==> src/rtl/aq_fdsu_pkg.sv <==
// Shared definitions for the fdsu fraction-shift blocks.
//   fsm_state_e : iterative shifter state encoding (IDLE/SHIFT/DONE)
//   DEF_*       : default parameter constants for the shifter
package aq_fdsu_pkg;

  typedef enum logic [1:0] {
    ST_IDLE  = 2'b00,
    ST_SHIFT = 2'b01,
    ST_DONE  = 2'b10
  } fsm_state_e;

  localparam int DEF_WIDTH = 16;
  localparam int DEF_CNT_W = 5;
  localparam int DEF_STEP  = 4;
  localparam int DEF_BIAS  = 8;

endpackage

==> src/rtl/aq_fdsu_rshift_step.sv <==
// One iteration of the fraction right shifter (purely combinational).
//   i_data      : current fraction
//   i_remaining : bits still to be shifted
//   o_step      : bits shifted this iteration = min(i_remaining, STEP)
//   o_data      : i_data >> o_step, zero fill
//   o_sticky    : OR of the bits shifted out this iteration
module aq_fdsu_rshift_step #(
  parameter int WIDTH = 16,
  parameter int STEP  = 4,
  parameter int CNT_W = 5
) (
  input  logic [WIDTH-1:0] i_data,
  input  logic [CNT_W-1:0] i_remaining,
  output logic [CNT_W-1:0] o_step,
  output logic [WIDTH-1:0] o_data,
  output logic             o_sticky
);

  localparam logic [CNT_W-1:0] STEP_C = CNT_W'(STEP);

  logic [WIDTH-1:0] w_mask;

  assign o_step   = (i_remaining > STEP_C) ? STEP_C : i_remaining;
  assign o_data   = i_data >> o_step;
  // Low o_step bits set: exactly the bits that fall off the bottom.
  assign w_mask   = ~({WIDTH{1'b1}} << o_step);
  assign o_sticky = |(i_data & w_mask);

endmodule

==> src/rtl/aq_fdsu_rshift_iter.sv <==
// Iterative fraction right shifter with sticky collection.
// Shifts in_data right by the effective count, at most STEP bits per cycle,
// and ORs every bit shifted out into out_sticky.
//   cpuclk, cpurst       : clock, synchronous active-high reset
//   in_vld/in_rdy        : request handshake
//   in_data, in_sft_cnt  : fraction and shift count
//   in_inv               : 0 = shift by cnt, 1 = shift by BIAS - cnt (clamped at 0)
//   flush                : abort any operation on the next edge
//   out_vld/out_rdy      : result handshake
//   out_data, out_sticky : shifted fraction and sticky bit
//   busy                 : state is not IDLE
//   dbg_state            : current FSM state
//
// Handshake: a transfer happens on a rising edge where valid and ready are
// both high; the producer holds its payload stable while valid is high and
// ready is low. in_rdy is only high in IDLE without flush, and out_vld is
// only high in DONE.
module aq_fdsu_rshift_iter
  import aq_fdsu_pkg::*;
#(
  parameter int WIDTH = DEF_WIDTH,
  parameter int CNT_W = DEF_CNT_W,
  parameter int STEP  = DEF_STEP,
  parameter int BIAS  = DEF_BIAS
) (
  input  logic             cpuclk,
  input  logic             cpurst,
  input  logic             in_vld,
  output logic             in_rdy,
  input  logic [WIDTH-1:0] in_data,
  input  logic [CNT_W-1:0] in_sft_cnt,
  input  logic             in_inv,
  input  logic             flush,
  output logic             out_vld,
  input  logic             out_rdy,
  output logic [WIDTH-1:0] out_data,
  output logic             out_sticky,
  output logic             busy,
  output fsm_state_e       dbg_state
);

  localparam logic [CNT_W-1:0] BIAS_C  = CNT_W'(BIAS);
  localparam logic [31:0]      WIDTH_U = 32'(WIDTH);

  fsm_state_e       r_state;
  fsm_state_e       w_state_nxt;
  logic [WIDTH-1:0] r_data;
  logic             r_sticky;
  logic [CNT_W-1:0] r_remaining;

  logic [CNT_W-1:0] w_eff;
  logic             w_eff_zero;
  logic             w_eff_sat;
  logic             w_accept;
  logic [CNT_W-1:0] w_step;
  logic [WIDTH-1:0] w_step_data;
  logic             w_step_sticky;
  logic [CNT_W-1:0] w_rem_nxt;

  // Complement mode clamps at zero rather than wrapping.
  assign w_eff = in_inv ? ((in_sft_cnt > BIAS_C) ? '0 : (BIAS_C - in_sft_cnt))
                        : in_sft_cnt;
  assign w_eff_zero = (w_eff == '0);
  assign w_eff_sat  = (32'(w_eff) >= WIDTH_U);

  assign in_rdy   = (r_state == ST_IDLE) & ~flush;
  assign w_accept = in_vld & in_rdy;

  aq_fdsu_rshift_step #(
    .WIDTH (WIDTH),
    .STEP  (STEP),
    .CNT_W (CNT_W)
  ) u_step (
    .i_data      (r_data),
    .i_remaining (r_remaining),
    .o_step      (w_step),
    .o_data      (w_step_data),
    .o_sticky    (w_step_sticky)
  );

  // Never underflows: w_step <= r_remaining by construction.
  assign w_rem_nxt = r_remaining - w_step;

  always_ff @(posedge cpuclk) begin
    if (cpurst) begin
      r_state <= ST_IDLE;
    end else begin
      r_state <= w_state_nxt;
    end
  end

  always_comb begin
    w_state_nxt = r_state;
    if (flush) begin
      w_state_nxt = ST_IDLE;
    end else begin
      case (r_state)
        ST_IDLE: begin
          if (w_accept) begin
            w_state_nxt = (w_eff_zero | w_eff_sat) ? ST_DONE : ST_SHIFT;
          end
        end
        ST_SHIFT: begin
          if (w_rem_nxt == '0) begin
            w_state_nxt = ST_DONE;
          end
        end
        ST_DONE: begin
          if (out_rdy) begin
            w_state_nxt = ST_IDLE;
          end
        end
        default: w_state_nxt = ST_IDLE;
      endcase
    end
  end

  always_ff @(posedge cpuclk) begin
    if (cpurst) begin
      r_data      <= '0;
      r_sticky    <= 1'b0;
      r_remaining <= '0;
    end else if (!flush) begin
      case (r_state)
        ST_IDLE: begin
          if (w_accept) begin
            if (w_eff_zero) begin
              r_data      <= in_data;
              r_sticky    <= 1'b0;
              r_remaining <= '0;
            end else if (w_eff_sat) begin
              r_data      <= '0;
              r_sticky    <= |in_data;
              r_remaining <= '0;
            end else begin
              r_data      <= in_data;
              r_sticky    <= 1'b0;
              r_remaining <= w_eff;
            end
          end
        end
        ST_SHIFT: begin
          r_data      <= w_step_data;
          r_sticky    <= r_sticky | w_step_sticky;
          r_remaining <= w_rem_nxt;
        end
        default: begin
        end
      endcase
    end
  end

  assign out_vld    = (r_state == ST_DONE);
  assign out_data   = r_data;
  assign out_sticky = r_sticky;
  assign busy       = (r_state != ST_IDLE);
  assign dbg_state  = r_state;

endmodule

==> config.mk <==
export PLATFORM = sky130hd
export DESIGN_NAME = aq_fdsu_rshift_iter
export DESIGN_NICKNAME = d
export VERILOG_FILES = /design/src/rtl/aq_fdsu_pkg.sv /design/src/rtl/aq_fdsu_rshift_step.sv /design/src/rtl/aq_fdsu_rshift_iter.sv
export SDC_FILE = /design/constraint.sdc
export NUM_CORES = 1
export LEC_CHECK = 0
export ABC_AREA = 0
export CAP_MARGIN = 25
export CORE_MARGIN = 2
export CORE_UTILIZATION = 30
export DETAILED_ROUTE_END_ITERATION = 10
export PLACE_DENSITY_LB_ADDON = 0.3
export RECOVER_POWER = 25
export SLEW_MARGIN = 25
export SYNTH_ARGS = -nofsm -noshare
export SYNTH_HDL_FRONTEND = slang
export SYNTH_SLANG_ARGS = --single-unit
==> constraint.sdc <==
create_clock -name cpuclk -period 4.7 [get_ports cpuclk]
set_clock_uncertainty 0.1 [all_clocks]
set_input_delay 1.41 -clock cpuclk [delete_from_list [all_inputs] [get_ports cpuclk]]
set_output_delay 1.41 -clock cpuclk [all_outputs]
set_load 0.02 [all_outputs]
==> metrics <==
Tot GR Track Use 0.166; period utilization 0.900; Seq/Total Area, Yosys 0.236; initial antenna violation count 0; Clock Sinks 24; Die Wd 86.5 um; global-route wire length before repair 9980 um; CP Class in -> out; worst hold slack 0.417 ns; largest net degree at the start of global routing 29; CTS tree built; Post-CTS Setup Inserts 0; synth top area cells dfxtp_1 24%, mux2i_1 6.9%, nor2_1 4.8%; DIE AREA 0.00747 mm2; drt first pass iters 4; DRC Markers 0; layout net count 321; post-synth top area cell dfxtp_1; outcome finished, final reports clean; I/O pins 49; vias in the first global route 2006; Cells after Synth 255; Max IR drop VDD 0.104 mV; worst-margin pin slew 0.883 ns; CP Max Fanout 8; Final setup viols 0; max_cap viols 0; Ant. Diodes 0; synthesis-to-finish area growth 28.7%; root buf cell clkbuf_8; area of the multi-input gates between 0.001 and 0.0015 mm2; Max transition margin 0.411; Synth async-reset ratio 0; H-tree depth 1; cts repair resizes 0; Routed WL per cell 16.0 um; Setup crit end kind primary output; routed wire length 5950 um; Fmax achieved around 240 MHz; Initial Util 0.305; Slew Limit Fails 0; Initial DRC Count between 150 and 200; critical path required time 3.19 ns; syn_area_per_cell 8.00 um2; Clock Path Buffers 2; Leakage 0.896 nW; WP data arrival approximately 2.7 ns; post-synth cell types 65; Power per Cell Area 241 mW/mm2; Reg clk slew, reported paths 0.09 ns; startpoint types input port; Yosys warnings 0; Hold WC Path Type reg -> reg; post-synthesis cell area 0.00204 mm2; fin area 0.00263 mm2; row count 30; TritonCTS buffer count 3; Syn Nets 284; EDFF count, synth 0; reg2reg setup slack 2.02 ns; final core utilization 0.393; Hold Fails Final Rpt 0; IO Port Bufs 48; Register Area 482 um2; Critical R2R Capture dbg_state[1]; gr ovfl total 0; Die H 86.5 um; dpl cell area 0.00255 mm2; Vias/cell ~5.7; RSZ-0062 raised after global routing false; DP Wirelength 4280 um; Placeable Area 0.00668 mm2; layout cells sized above 1 0.0893; minimum clock period 4.23 ns; top cell type's share of synthesized area 0.236; Critical Path End in_rdy; commonest register cell after synthesis dfxtp_1; Worst R2R Start r_remaining[2]; R2R cell count 7; gpl congestion 0.814; Antenna Violating Nets Remaining 0; Filler Cells Inserted 712; synthesis-stage register bit count 24; via count 2123; cts hold-fix bufs 0; post-route setup TNS 0 ns; Setup crit start flush; latest clock arrival within the worst-skew pair 0.28 ns
==> flip-flops by register name (all words and copies together) (netlist names) <==
signal / flops
dbg_state: 2
out_sticky: 1
r_remaining: 5
out_data: 16
==> final cells by class <==
cell class | count | area share
Multi-Input combinational cell | 205 | 0.547
Clock buffer | 3 | 0.0157
Inverter | 5 | 0.00715
Sequential cell | 24 | 0.184
Tap cell | 80 | 0.0381
Clock inverter | 1 | 0.0114
Timing Repair Buffer | 53 | 0.197
==> worst min path at each step <==
stage                      from          end  slack, ns  cells past startpoint
floorplan            out_sticky   out_sticky       0.48                      2
finish               out_sticky   out_sticky       0.42                      2
CTS                  out_sticky   out_sticky       0.43                      2
detailed placement   out_sticky   out_sticky       0.41                      2
global route        out_data[9]  out_data[9]       0.47                      2
global placement     out_sticky   out_sticky       0.41                      2
==> cells in the final DEF (no fill, tap or decap), drive strengths merged, types with 6 or more instances in the layout <==
master / count
mux2i: 14
nor2b: 10
nand2: 17
nor2: 27
o21ai: 10
a211oi: 13
o211ai: 6
dfxtp: 24
a311oi: 8
clkdlybuf4s50: 37
a21oi: 14
dlygate4sd3: 11
a221oi: 6
nor4: 7
==> stage by stage <==
| step | worst slack (ns) | power, W | instances |
|---|---|---|---|
| finish | 0.469 | 0.000632 | 371 |
| floorplan | 1.33 | 0.000366 | 255 |
| global route | 0.414 | 0.000667 | 371 |
| CTS | 0.475 | 0.000639 | 371 |
| detailed placement | 0.479 | 0.000447 | 367 |
| global placement | 0.488 | 0.000446 | 367 |
==> power breakdown <==
group	internal [W]	total, W	switching [W]
combinational	0.0000936	0.000194	0.0000999
clock	0.000114	0.000191	0.0000773
sequential	0.000218	0.000247	0.0000292
total	0.000425	0.000632	0.000206
==> logic make-up (layout without fill, tap and decap cells) <==
family / count (synthesis) / count (layout) / synth area share
buffers and inverters: 26 / 62 / 0.0607
AO/OA/AOI/OAI: 86 / 86 / 0.314
multiplexers: 20 / 20 / 0.113
adder cells (fa/ha/maj): 2 / 2 / 0.0123
flip-flops: 24 / 24 / 0.236
other: 1 / 1 / 0.00184
AND/OR/NAND/NOR: 96 / 96 / 0.263
==> Yosys cell counts, types with 3 or more instances <==
master,instances
nor2_1,26
dfxtp_1,24
nand2_1,17
a21oi_1,14
mux2i_1,14
clkbuf_1,11
a211oi_1,10
nor2b_1,10
a311oi_1,8
o21ai_0,7
a221oi_1,6
buf_2,6
nor4_1,6
o211ai_1,6
inv_1,5
or3_1,5
nand3_1,4
nor3_1,4
a22oi_1,3
a31oi_1,3
mux2_2,3
nand2b_1,3
nand4_1,3
o21ai_1,3
==> critical path: stages <==
cell	delay (ns)
clkdlybuf4s50_1	0.55
nor2_1	0.15
clkdlybuf4s50_1	0.61
==> per-layer routing <==
metal	vias to the layer above	global-route usage	routed length (um)
li1	1052	-	-
met1	997	0.234	2780
met2	63	0.254	2790
met3	11	0.0276	266
met4	0	0.0597	117
met5	-	0	0
(Power assumes the default switching activity.)
